### src/rtl/mvm_pkg.sv
// Shared sizing, timing constants and FSM encoding for the MVM host driver.
package mvm_pkg;

  localparam int K         = 8;
  localparam int P         = 8;
  localparam int B         = 12;
  localparam int RW        = 2 * B;
  localparam int MAT_LEN   = K * P;
  localparam int FRAME_LEN = MAT_LEN + P;
  localparam int TIMEOUT   = 255;
  localparam int RES_DELAY = 2;

  localparam int FA_W  = $clog2(FRAME_LEN);
  localparam int SC_W  = $clog2(MAT_LEN);
  localparam int ROW_W = $clog2(K);
  localparam int TO_W  = $clog2(TIMEOUT + 1);
  localparam int CAP_W = $clog2(RES_DELAY + K);

  typedef enum logic [3:0] {
    IDLE, FILL, CMD_M, SEND_M, CMD_V, SEND_V, GO, WAIT, CAPT, DRAIN
  } state_t;

endpackage

### src/rtl/mvm_host_driver_mem.sv
// Simple dual-port memory with one write port and a registered read port.
module mvm_host_driver_mem #(
  parameter int WIDTH = 12,
  parameter int DEPTH = 72,
  parameter int AW    = $clog2(DEPTH)
) (
  input  logic             clk,
  input  logic             we,
  input  logic [AW-1:0]    waddr,
  input  logic [WIDTH-1:0] wdata,
  input  logic [AW-1:0]    raddr,
  output logic [WIDTH-1:0] rdata
);

  logic [WIDTH-1:0] mem [DEPTH];

  // NOTE: storage is deliberately not reset; every word is rewritten before it is read.
  always_ff @(posedge clk) begin
    if (we) mem[waddr] <= wdata;
    rdata <= mem[raddr];
  end

endmodule

### src/rtl/mvm_host_driver.sv
// Buffers one matrix/vector frame, replays it to the MVM accelerator, and
// streams the captured result rows back out.
module mvm_host_driver
  import mvm_pkg::*;
(
  input  logic          clk,
  input  logic          reset,
  input  logic          in_valid,
  output logic          in_ready,
  input  logic [B-1:0]  in_data,
  output logic          loadMatrix,
  output logic          loadVector,
  output logic          start,
  output logic [B-1:0]  mvm_data,
  input  logic          done,
  input  logic [RW-1:0] mvm_result,
  output logic          out_valid,
  input  logic          out_ready,
  output logic [RW-1:0] out_data,
  output logic          out_last,
  output logic          busy,
  output logic          err_timeout
);

  state_t state, state_nxt;

  logic [FA_W-1:0]  fill_cnt;
  logic [SC_W-1:0]  send_cnt;
  logic [TO_W-1:0]  tmo_cnt;
  logic [CAP_W-1:0] cap_cnt;
  logic [ROW_W-1:0] row_cnt;

  logic             frm_we;
  logic [FA_W-1:0]  frm_raddr;
  logic [B-1:0]     frm_rdata;
  logic             res_we;
  logic [ROW_W-1:0] res_waddr;
  logic [ROW_W-1:0] res_raddr;
  logic [RW-1:0]    res_rdata;
  logic             send_done;
  logic             tmo_hit;
  logic             cap_done;

  assign frm_we    = in_valid && in_ready;
  assign send_done = (state == SEND_M) ? (send_cnt == SC_W'(MAT_LEN - 1))
                                       : (send_cnt == SC_W'(P - 1));
  // The start-pulse cycle counts toward the timeout, so WAIT gives up one early.
  assign tmo_hit   = (tmo_cnt == TO_W'(TIMEOUT - 2));
  assign cap_done  = (cap_cnt == CAP_W'(RES_DELAY + K - 2));
  assign res_we    = (state == CAPT) && (cap_cnt >= CAP_W'(RES_DELAY - 1));
  assign res_waddr = ROW_W'(cap_cnt - CAP_W'(RES_DELAY - 1));

  assign mvm_data  = (state == SEND_M || state == SEND_V) ? frm_rdata : '0;
  assign out_data  = (state == DRAIN) ? res_rdata : '0;
  assign busy      = (state != IDLE);

  always_ff @(posedge clk) begin
    if (reset) state <= IDLE;
    else       state <= state_nxt;
  end

  // NOTE: every signal driven here gets a default first, so no path can infer a latch.
  always_comb begin
    state_nxt  = state;
    in_ready   = 1'b0;
    loadMatrix = 1'b0;
    loadVector = 1'b0;
    start      = 1'b0;
    out_valid  = 1'b0;
    out_last   = 1'b0;
    frm_raddr  = '0;
    res_raddr  = row_cnt;
    unique case (state)
      IDLE: begin
        in_ready = 1'b1;
        if (in_valid) state_nxt = FILL;
      end
      FILL: begin
        in_ready = 1'b1;
        if (in_valid && fill_cnt == FA_W'(FRAME_LEN - 1)) state_nxt = CMD_M;
      end
      CMD_M: begin
        loadMatrix = 1'b1;
        state_nxt  = SEND_M;
      end
      SEND_M: begin
        // Read one word ahead to hide the registered-read latency.
        frm_raddr = FA_W'(send_cnt) + 1'b1;
        if (send_done) state_nxt = CMD_V;
      end
      CMD_V: begin
        loadVector = 1'b1;
        frm_raddr  = FA_W'(MAT_LEN);
        state_nxt  = SEND_V;
      end
      SEND_V: begin
        frm_raddr = FA_W'(MAT_LEN) + FA_W'(send_cnt) + 1'b1;
        if (send_done) state_nxt = GO;
      end
      GO: begin
        start     = 1'b1;
        state_nxt = WAIT;
      end
      WAIT: begin
        if (done)         state_nxt = CAPT;
        else if (tmo_hit) state_nxt = IDLE;
      end
      CAPT: begin
        if (cap_done) state_nxt = DRAIN;
      end
      DRAIN: begin
        out_valid = 1'b1;
        out_last  = (row_cnt == ROW_W'(K - 1));
        if (out_ready) begin
          res_raddr = row_cnt + 1'b1;
          if (out_last) state_nxt = IDLE;
        end
      end
      default: state_nxt = IDLE;
    endcase
  end

  // NOTE: sequential state uses <= so every register updates from pre-edge values.
  always_ff @(posedge clk) begin
    if (reset) begin
      fill_cnt    <= '0;
      send_cnt    <= '0;
      tmo_cnt     <= '0;
      cap_cnt     <= '0;
      row_cnt     <= '0;
      err_timeout <= 1'b0;
    end else begin
      if (frm_we) fill_cnt <= (state_nxt == CMD_M) ? '0 : fill_cnt + 1'b1;

      if ((state == SEND_M || state == SEND_V) && !send_done) send_cnt <= send_cnt + 1'b1;
      else                                                    send_cnt <= '0;

      tmo_cnt <= (state == WAIT) ? tmo_cnt + 1'b1 : '0;
      cap_cnt <= (state == CAPT) ? cap_cnt + 1'b1 : '0;

      if (state != DRAIN)  row_cnt <= '0;
      else if (out_ready)  row_cnt <= row_cnt + 1'b1;

      if (state == WAIT && !done && tmo_hit) err_timeout <= 1'b1;
    end
  end

  mvm_host_driver_mem #(.WIDTH(B), .DEPTH(FRAME_LEN), .AW(FA_W)) u_frame_mem (
    .clk   (clk),
    .we    (frm_we),
    .waddr (fill_cnt),
    .wdata (in_data),
    .raddr (frm_raddr),
    .rdata (frm_rdata)
  );

  mvm_host_driver_mem #(.WIDTH(RW), .DEPTH(K), .AW(ROW_W)) u_result_mem (
    .clk   (clk),
    .we    (res_we),
    .waddr (res_waddr),
    .wdata (mvm_result),
    .raddr (res_raddr),
    .rdata (res_rdata)
  );

endmodule

### config.mk
export PLATFORM = sky130hd
export DESIGN_NAME = mvm_host_driver
export DESIGN_NICKNAME = d
export VERILOG_FILES = /design/src/rtl/mvm_pkg.sv /design/src/rtl/mvm_host_driver_mem.sv /design/src/rtl/mvm_host_driver.sv
export SDC_FILE = /design/constraint.sdc
export NUM_CORES = 1
export LEC_CHECK = 0
export BUFFER_PORTS_ARGS = -buffer_cell sky130_fd_sc_hd__buf_2
export CAP_MARGIN = 5
export CORE_MARGIN = 1.5
export CORE_UTILIZATION = 55
export CTS_CLUSTER_SIZE = 20
export DETAILED_ROUTE_END_ITERATION = 16
export GPL_TIMING_DRIVEN = 0
export PLACE_DENSITY = 0.75
export SLEW_MARGIN = 20
export SYNTH_ARGS = -nofsm -noshare
export SYNTH_HDL_FRONTEND = slang
export SYNTH_SLANG_ARGS = --single-unit
### constraint.sdc
create_clock -name clk -period 4.3 [get_ports clk]
set_clock_uncertainty 0.2 [all_clocks]
set_input_delay 0.215 -clock clk [delete_from_list [all_inputs] [get_ports clk]]
set_output_delay 0.215 -clock clk [all_outputs]
set_load 0.02 [all_outputs]
# Yosys cells after proc, flatten, opt, wreduce, memory -nomap -nowiden

Memories as Yosys holds them, arrays and structs flattened. A register that Yosys moved wholly into a read port is not among the register bits.
Index checks and enable logic that the tools add are counted.

Reduce and logical (&&, ||, !) cells: 16
Muxes and demuxes: 27
Bitwise operators: 3
$add $sub $neg: 9
Order comparisons: 1
Equal/unequal tests: 17

Operators by type and width:

| operator              | count |
|---|---|
| $pmux W4 S10          | 1 |
| $mux W4               | 9 |
| $mux W24              | 1 |
| $pmux W7 S3           | 1 |
| $eq A4 B3 Y1 const B  | 4 |
| $add A7 B1 Y7 const B | 2 |
| $eq A4 B2 Y1 const B  | 3 |
| $eq A4 B4 Y1 const B  | 3 |
| $mux W12              | 1 |
| $mux W1               | 11 |
| $reduce_or A2 Y1      | 5 |
| $add A8 B1 Y8 const B | 1 |
| $eq A8 B8 Y1 const B  | 1 |
| $add A6 B1 Y7 const B | 1 |
| $add A7 B6 Y7 const A | 1 |
| $eq A7 B7 Y1 const B  | 1 |
| $mux W7               | 1 |
| $add A6 B1 Y6 const B | 1 |
| $eq A6 B3 Y1 const B  | 1 |
| $eq A6 B6 Y1 const B  | 1 |
| $logic_and A1 B1 Y1   | 6 |
| $mux W3               | 2 |
| $add A4 B1 Y4 const B | 1 |
| $eq A4 B1 Y1 const B  | 1 |
| other kinds (10)      | 13 |

Memories: 2
RAM bits: 1056
Flip-flop bits (word level): 33
Word-level logic and storage cells: 82
Output and inout bits: 44

Memories:

| name             | depth | bits a word | read ports | clocked after Yosys merged registers in | write ports | line                      | text |
|---|---|---|---|---|---|---|---|
| u_frame_mem.mem  | 72    | 12          | 1          | 1                                       | 1           | mvm_host_driver_mem.sv:15 | `logic [WIDTH-1:0] mem [DEPTH];` |
| u_result_mem.mem | 8     | 24          | 1          | 1                                       | 1           | mvm_host_driver_mem.sv:15 |  |

# Longest topological paths before layout

Gate-level depths: netlist of the first run.

Word-level depth: 6
Mapped depth: 11
Gate-level depth less buffers: 8

# Hierarchy

A second synthesis of the first run with hierarchy kept.

Cells, all modules: 2038
Area, all modules: 43306.5 um2

Modules (own cells, without submodules):

| module                              | times used | cells each | area an instance (um2) |
|---|---|---|---|
| mvm_host_driver_mem at u_frame_mem  | 1          | 1479       | 33514.6 |
| mvm_host_driver_mem at u_result_mem | 1          | 314        | 7797.5 |
| mvm_host_driver                     | 1          | 245        | 1994.4 |

# Worst setup path after synthesis of the first run

Ideal clock, no wire load.

Path type: register -> register
Start point: reg state[3]
End point: mem u_result_mem.mem[3][0] (netlist name) (enable)
Buffers on the path: 2
Slack: 0.460 ns
Data required time: 3.665 ns
Arrival time: 3.205 ns
Cell stages (with the launch flop): 7
Clock period less this slack: 3.840 ns
Library setup time: 0.435 ns
Cell sequence: dfxtp_1 -> buf_2 -> clkbuf_1 -> nor4b_1 -> o41a_1 -> nand2_1 -> nor3_1

Longest elaborated chain between the ends: 4

RTL lines:

| element                       | line                      | text |
|---|---|---|
| start: declaration            | mvm_host_driver.sv:25     | `state_t state, state_nxt;` |
| start signal: assignment      | mvm_host_driver.sv:59     | `else state <= state_nxt;` |
| $eq A4 B4 Y1                  | mvm_host_driver.sv:50     | `assign res_we = (state == CAPT) && (cap_cnt >= CAP_W'(RES_DELAY - 1));` |
| $logic_and A1 B1 Y1           | mvm_host_driver.sv:50     |  |
| $mux W1                       | mvm_host_driver_mem.sv:19 | `if (we) mem[waddr] <= wdata;` |
| $mux W1 (not written as such) | mvm_host_driver_mem.sv:19 |  |
| end: declaration              | mvm_host_driver_mem.sv:15 |  |

No other way between the ends.

# Worst setup path after layout of the first run

Start point: reg state[2]
End point: reg u_frame_mem.rdata[10] (read register of u_frame_mem.mem)

Longest elaborated chain between the ends: 2
Elaborated cells on any way between the ends: 4
Those cells by class: eq/ne (3); mux (1)

RTL lines:

| element                                      | line                      | text |
|---|---|---|
| $eq A4 B3 Y1 or $eq A4 B2 Y1 (tied branches) | mvm_host_driver.sv:73     | `unique case (state)` |
| $pmux W7 S3 *                                | mvm_host_driver.sv:73     |  |
| end: declaration                             | mvm_host_driver_mem.sv:12 | `output logic [WIDTH-1:0] rdata` |

Every way passes the cells marked *; elsewhere a longest branch is shown, timed or not.
A chain may end at the register's enable or synchronous reset.

==> key figures, run 1 <==
Yosys
  – Number of synthesized flops with an enable pin: 1056
  – Ys async rst share: 0%
  – Top cell type's share of synthesized area: 71.7%
  – Sequential fraction of the synthesis area: 74.8%
  – Syn Std Cell Area: 0.0442 sq mm
  – Syn Area/Cell: 16.6 sq um
  – Post-synth net total: 2718
  – Post-Synthesis Cells: 2668
  – Yosys reg bits: 1125
  – Synth Warn #: 0
  – Commonest cells post-synth: 1056 x edfxtp_1, 255 x nand2_1, 150 x nor2_1
  – Distinct cells, synth: 77
  – Largest cells by area after synthesis: edfxtp_1 72%, mux4_2 4.7%, dfxtp_1 3.1%
  – Ys flop type: edfxtp_1
  – Most common cell in the netlist: edfxtp_1
  – Synth area leader: edfxtp_1

Power and ir drop
  – Pwr Total: 0.0220 W
  – Switching Fraction: 20.3%
  – Leak: 16.3 nW
  – Pint: 0.0175 W
  – Gate power share: 1.7%
  – Peak VDD IR: 0.333 mV
  – Clock network fraction of total power: 43.7%
  – Flop pwr share: 54.6%
  – Pwr per Cell Area: 435 mW/mm^2
  – P_sw: 0.00447 W

Critical path
  – Worst Path Arrival: 4770 ps
  – Critical path type: reg -> reg
  – CP Data Required Time: 4640 ps
  – Max FO, Critical Path: 10
  – Crit. End Element: flip-flop
  – Startpoint Class: flip-flop

Route
  – Routed length per instance: 33.4 um
  – Final Routed Wirelength: 136000 um
  – Antenna viol nets, final: 0
  – Drt drc: 0
  – DR iter-0 viols: 4275
  – Pre-antenna DRT Iters: 6
  – Total number of vias: 27400
  – Vias per inst: 6.73

CTS
  – Clock Latency Late Sink: 710 ps
  – H-tree levels: 3
  – Number of post-CTS setup repair buffers: 0
  – CTS tree: done
  – Clk sinks: 1125
  – Root Driver: clkbuf_16
  – Clk slew on worst S/H paths: 70 ps
  – Clock Tree Buf Depth: 3
  – Total CTS buffers: 109

GRT
  – First-pass GRT wire length: 191000 um
  – GRT Overall Usage: 33.2%
  – GRT Residual Overflow: 0
  – Gr busiest metal: met2
  – Largest net degree at the start of global routing: 73
  – Met3 usage: 7.07%
  – Vias in the first global route: 26700
  – GR Layer Usage met2: 50.4%
  – Initial antenna violation count: 3
  – Met1 Usage GRT: 45.5%

Min path
  – Worst min path class: in -> reg

STA
  – Setup TNS: -306 ps
  – Rel. slew slack: 13.4%
  – Count of final setup violators: 3
  – Fmax: 226 MHz
  – Tcrit/Tclk final: 103%
  – Final Hold Vio Count: 0
  – Max Slew Vio Count: 0
  – Actual slew at the worst max-slew pin: 1290 ps
  – PnR worst setup slack: -130 ps
  – Fin crit period: 4430 ps
  – RSZ-0062 raised after global routing: no

Status
  – Outcome: complete, but fails checks
  – Failing checks: setup timing

Floorplan
  – Core area: 0.0793 sq mm
  – Die Y-Extent: 287 um
  – Die W: 287 um
  – I/O pins: 85
  – Die Area: 0.0821 sq mm
  – Starting Density: 55.8%
  – Rows: 103

Final layout
  – P&R area growth vs syn: 14.4%
  – Final Cell Area: 0.0506 sq mm
  – Util after Layout: 63.8%
  – Fraction of layout cells with a size suffix above 1: 19.8%
  – Nets: 2976

Placement
  – Cell Area, Placed: 0.0465 sq mm
  – Pre-CTS setup slack: -245 ps
  – GPL Wtd Cong: 1.05
  – I/O Buffers: 82
  – HPWL after DPL: 90900 um

Flow run
  – Max-cap violations: 0
[power groups by stage]
stage / Combinational (W) / Sequential [W] / Clock (W)
floorplan: 0.0000697 / 0.0122 / 0
global placement: 0.000299 / 0.0122 / 0
detailed placement: 0.000334 / 0.0122 / 0
CTS: 0.000366 / 0.0120 / 0.00959
global route: 0.000392 / 0.0120 / 0.0100
finish: 0.000381 / 0.0120 / 0.00960
[per-layer routing]
layer  wire (um)  up-vias
li1            -    11100
met1       50100    13800
met2       61700     2059
met3       16000      376
met4        7990        0
met5           0        -
[worst max-delay path, stage by stage (launching register included)]
cell and delay, ps:
dfxtp_1 310, buf_4 180, xor2_2 300, buf_2 280
nand3_1 520, clkbuf_1 620, nor2_1 420, a211oi_1 170
o311ai_0 1100, a21oi_1 170
[cell type report]
type                            instances  area (sq um)
Multi-Input combinational cell       1365         10500
Tap cell                             1050          1310
Clock inverter                         53           611
Sequential cell                      1125         33100
Antenna cell                            2          5.00
Clock buffer                          151          2990
Timing Repair Buffer                  147          1210
Inverter                               10          37.5
Buffer                                168           836
Fill cell                            5406         28700
[cell usage in the layout (no fill, tap or decap), types with 47 or more instances in the layout]
master / synthesis / routed
mux2_2: 53 / 53
a211oi_1: 48 / 47
mux4_2: 92 / 92
and3_1: 53 / 53
edfxtp_1: 1056 / 1056
nor2_1: 150 / 83
clkbuf_1: 73 / 104
o221ai_1: 47 / 47
nand2_1: 255 / 255
nor2_2: 1 / 64
nand3_1: 87 / 87
dfxtp_1: 69 / 69
buf_2: 65 / 135
mux2i_1: 103 / 103
clkbuf_16: 0 / 111
o211ai_1: 55 / 55
[worst paths after layout]
kind / slack (ps) / from / end / cells past startpoint
setup / recovery: -130 / state[2] / u_frame_mem.rdata[10] / 9
hold / removal: 130 / mvm_result[15] / u_result_mem.mem[5][15] / 2
setup reg to reg: -130 / state[2] / u_frame_mem.rdata[10] / 9
hold reg to reg: 270 / tmo_cnt[0] / tmo_cnt[0] / 1
[registers in the layout, indices dropped and copies added (netlist names), 6 cells and up]
name and count:
u_frame_mem.mem 864, u_result_mem.mem 192, u_result_mem.rdata 24, u_frame_mem.rdata 12, tmo_cnt 8, fill_cnt 7
send_cnt 6
[stage by stage]
step | cells | hold WS (ps)
2_1_floorplan | 2668 | 114
3_3_place_gp | 3800 | 246
3_5_place_dp | 3824 | 262
4_1_cts | 4069 | 96.0
5_1_grt | 4069 | 137
6_report | 4071 | 129
[logic make-up after synthesis]
family / synth area share [%]
xor gates and xnor gates: 0.543
muxes: 8.37
buffers and inverters: 1.97
AOI/OAI and AO/OA: 6.83
adders and majority gates: 0.255
and+or+nand+nor: 7.19
DFF: 74.8
[what timing repair did]
action	4_1_cts	5_1_grt
endpoints found under the setup margin	60	2
gates resized for setup	1	2
hold buffers	41	0
endpoints found under the hold margin	582	0
Power figures use the tool's default switching activity.
==> inputs of run 2 (changes only) <==
PLACE_DENSITY = 0.71   (was 0.75)
SKIP_CTS_REPAIR_TIMING = 1   (was not set)
==> key figures, run 2 (same netlist as run 1, synthesis figures left out) <==
Critical path
  – Crit path from: send_cnt[0]
  – Critical path type: reg -> reg
  – Startpoint Class: flip-flop
  – Crit. End Element: flip-flop
  – Worst Path Arrival: 4830 ps
  – CP Data Required Time: 4700 ps
  – Max FO, Critical Path: 10
  – Reg2reg start: send_cnt[0]

CTS
  – Root Driver: clkbuf_16
  – Total CTS buffers: 108
  – H-tree levels: 3
  – Clock Latency Late Sink: 680 ps
  – Clk slew on worst S/H paths: 70 ps
  – CTS tree: done
  – Clock Tree Buf Depth: 3
  – Clk sinks: 1125

Floorplan
  – Die W: 287 um
  – Rows: 103
  – Starting Density: 55.8%
  – Die Y-Extent: 287 um
  – Core area: 0.0793 sq mm
  – Die Area: 0.0821 sq mm
  – I/O pins: 85

Route
  – Metal-1 WL: 51900 um
  – Vias per inst: 6.67
  – Routed length per instance: 33.8 um
  – Wire length on met3: 15100 um
  – DR iter-0 viols: 4125
  – Final Routed Wirelength: 138000 um
  – Pre-antenna DRT Iters: 5
  – WL met2: 63000 um
  – Antenna viol nets, final: 0
  – Total number of vias: 27200
  – Top Layer Used: met5
  – Drt drc: 0

STA
  – PnR worst setup slack: -122 ps
  – Rel. slew slack: 11.1%
  – Tcrit/Tclk final: 103%
  – Fmax: 226 MHz
  – Actual slew at the worst max-slew pin: 1320 ps
  – Setup TNS: -152 ps
  – Fin crit period: 4420 ps
  – Count of final setup violators: 2
  – Max Slew Vio Count: 0
  – Final Hold Vio Count: 0

Final layout
  – Register area: 0.0331 sq mm
  – P&R area growth vs syn: 14.8%
  – Multi-input logic area: 0.0105 sq mm
  – # fillers: 5559
  – Nets: 2979
  – Commonest non-fill, non-tap cell in the layout: edfxtp_1
  – Max reg flops: 864
  – Largest register by flop count: u_frame_mem.mem
  – Fraction of layout cells with a size suffix above 1: 20.0%
  – Util after Layout: 64.0%
  – Top flop regs: u_frame_mem.mem (864), u_result_mem.mem (192), u_result_mem.rdata (24)
  – Non-filler cells, final: 4071
  – Leading cell types in the layout, fill and taps excluded: 1056 x edfxtp_1, 255 x nand2_1, 135 x buf_2

Placement
  – GPL Wtd Cong: 1.01
  – Placed Cells: 3828
  – HPWL after DPL: 92900 um
  – I/O Buffers: 82

GRT
  – Largest net degree at the start of global routing: 73
  – GRT Overall Usage: 33.4%
  – Initial antenna violation count: 6
  – First-pass GRT wire length: 191000 um
  – GRT Residual Overflow: 0
  – Vias in the first global route: 26100

Power and ir drop
  – Peak VDD IR: 0.374 mV
  – Leak: 16.4 nW
  – Pwr per Cell Area: 437 mW/mm^2

Flow run
  – Max-cap violations: 0

Min path
  – Worst min path class: in -> reg
  – Hold Crit Start: in_data[10]

Status
  – Failing checks: setup timing
  – Outcome: complete, but fails checks
==> run 2: cell types whose count changed in the layout (fill, tap and decap cells not counted), moves of 3 or more <==
cell	before	now
clkinv_1	7	22
buf_4	38	41
nor2_2	64	61
nor2_4	4	7
bufinv_16	9	15
buf_12	4	8
clkbuf_8	6	3
clkinvlp_4	3	9
clkinv_2	26	14
buf_8	1	4
clkbuf_1	104	87
buf_6	13	8
==> run 2: layout make-up <==
| class | instances | area share (%) |
|---|---|---|
| Antenna cell | 1 | 0.00493 |
| Buffer | 168 | 1.65 |
| Clock buffer | 131 | 5.60 |
| Clock inverter | 70 | 1.66 |
| Inverter | 10 | 0.0740 |
| Multi-Input combinational cell | 1365 | 20.7 |
| Sequential cell | 1125 | 65.2 |
| Tap cell | 1050 | 2.59 |
| Timing Repair Buffer | 151 | 2.51 |
==> run 2: power breakdown <==
part	leakage (nW)	switching [W]	internal [W]	total, W
Clock	1.76	0.00416	0.00564	0.00980
Combinational	4.58	0.000292	0.0000926	0.000384
Sequential	10.1	0.0000107	0.0120	0.0120
==> run 2: path summary, 6_finish.rpt <==
path | depth (start not counted) | endpoint | slack, ps
setup / recovery | 8 | u_frame_mem.rdata[8] | -120
hold / removal | 1 | u_frame_mem.mem[17][10] | 20
hold reg to reg | 1 | tmo_cnt[0] | 270
setup reg to reg | 8 | u_frame_mem.rdata[8] | -120
==> run 2: through the flow <==
stage | worst slack, ps | hold WS (ps) | cell area (sq um) | power (W)
after floorplan | 460 | 114 | 44200 | 0.0123
after global routing | -2.40 | 4.48 | 50800 | 0.0226
after CTS | -26.8 | -441 | 50200 | 0.0222
after detailed placement | 1.85 | 264 | 46500 | 0.0126
after global placement | -1590 | 244 | 45900 | 0.0125
final | -122 | 17.8 | 50800 | 0.0222
==> run 2: worst max-delay path: stages (launching register included) <==
cell      delay [ps]
dfxtp_1          380
buf_4            260
buf_4            370
buf_1            820
mux2_2           310
o22ai_1           70
o311ai_0        1110
o32ai_1          530
a22oi_1          290
==> run 2: per-layer routing <==
| metal | vias to the layer above | global-route usage [%] |
|---|---|---|
| met2 | 1808 | 50.5 |
| met4 | 6 | 18.5 |
| met1 | 13900 | 45.6 |
| met3 | 327 | 7.34 |
| li1 | 11100 | - |
| met5 | - | 0 |
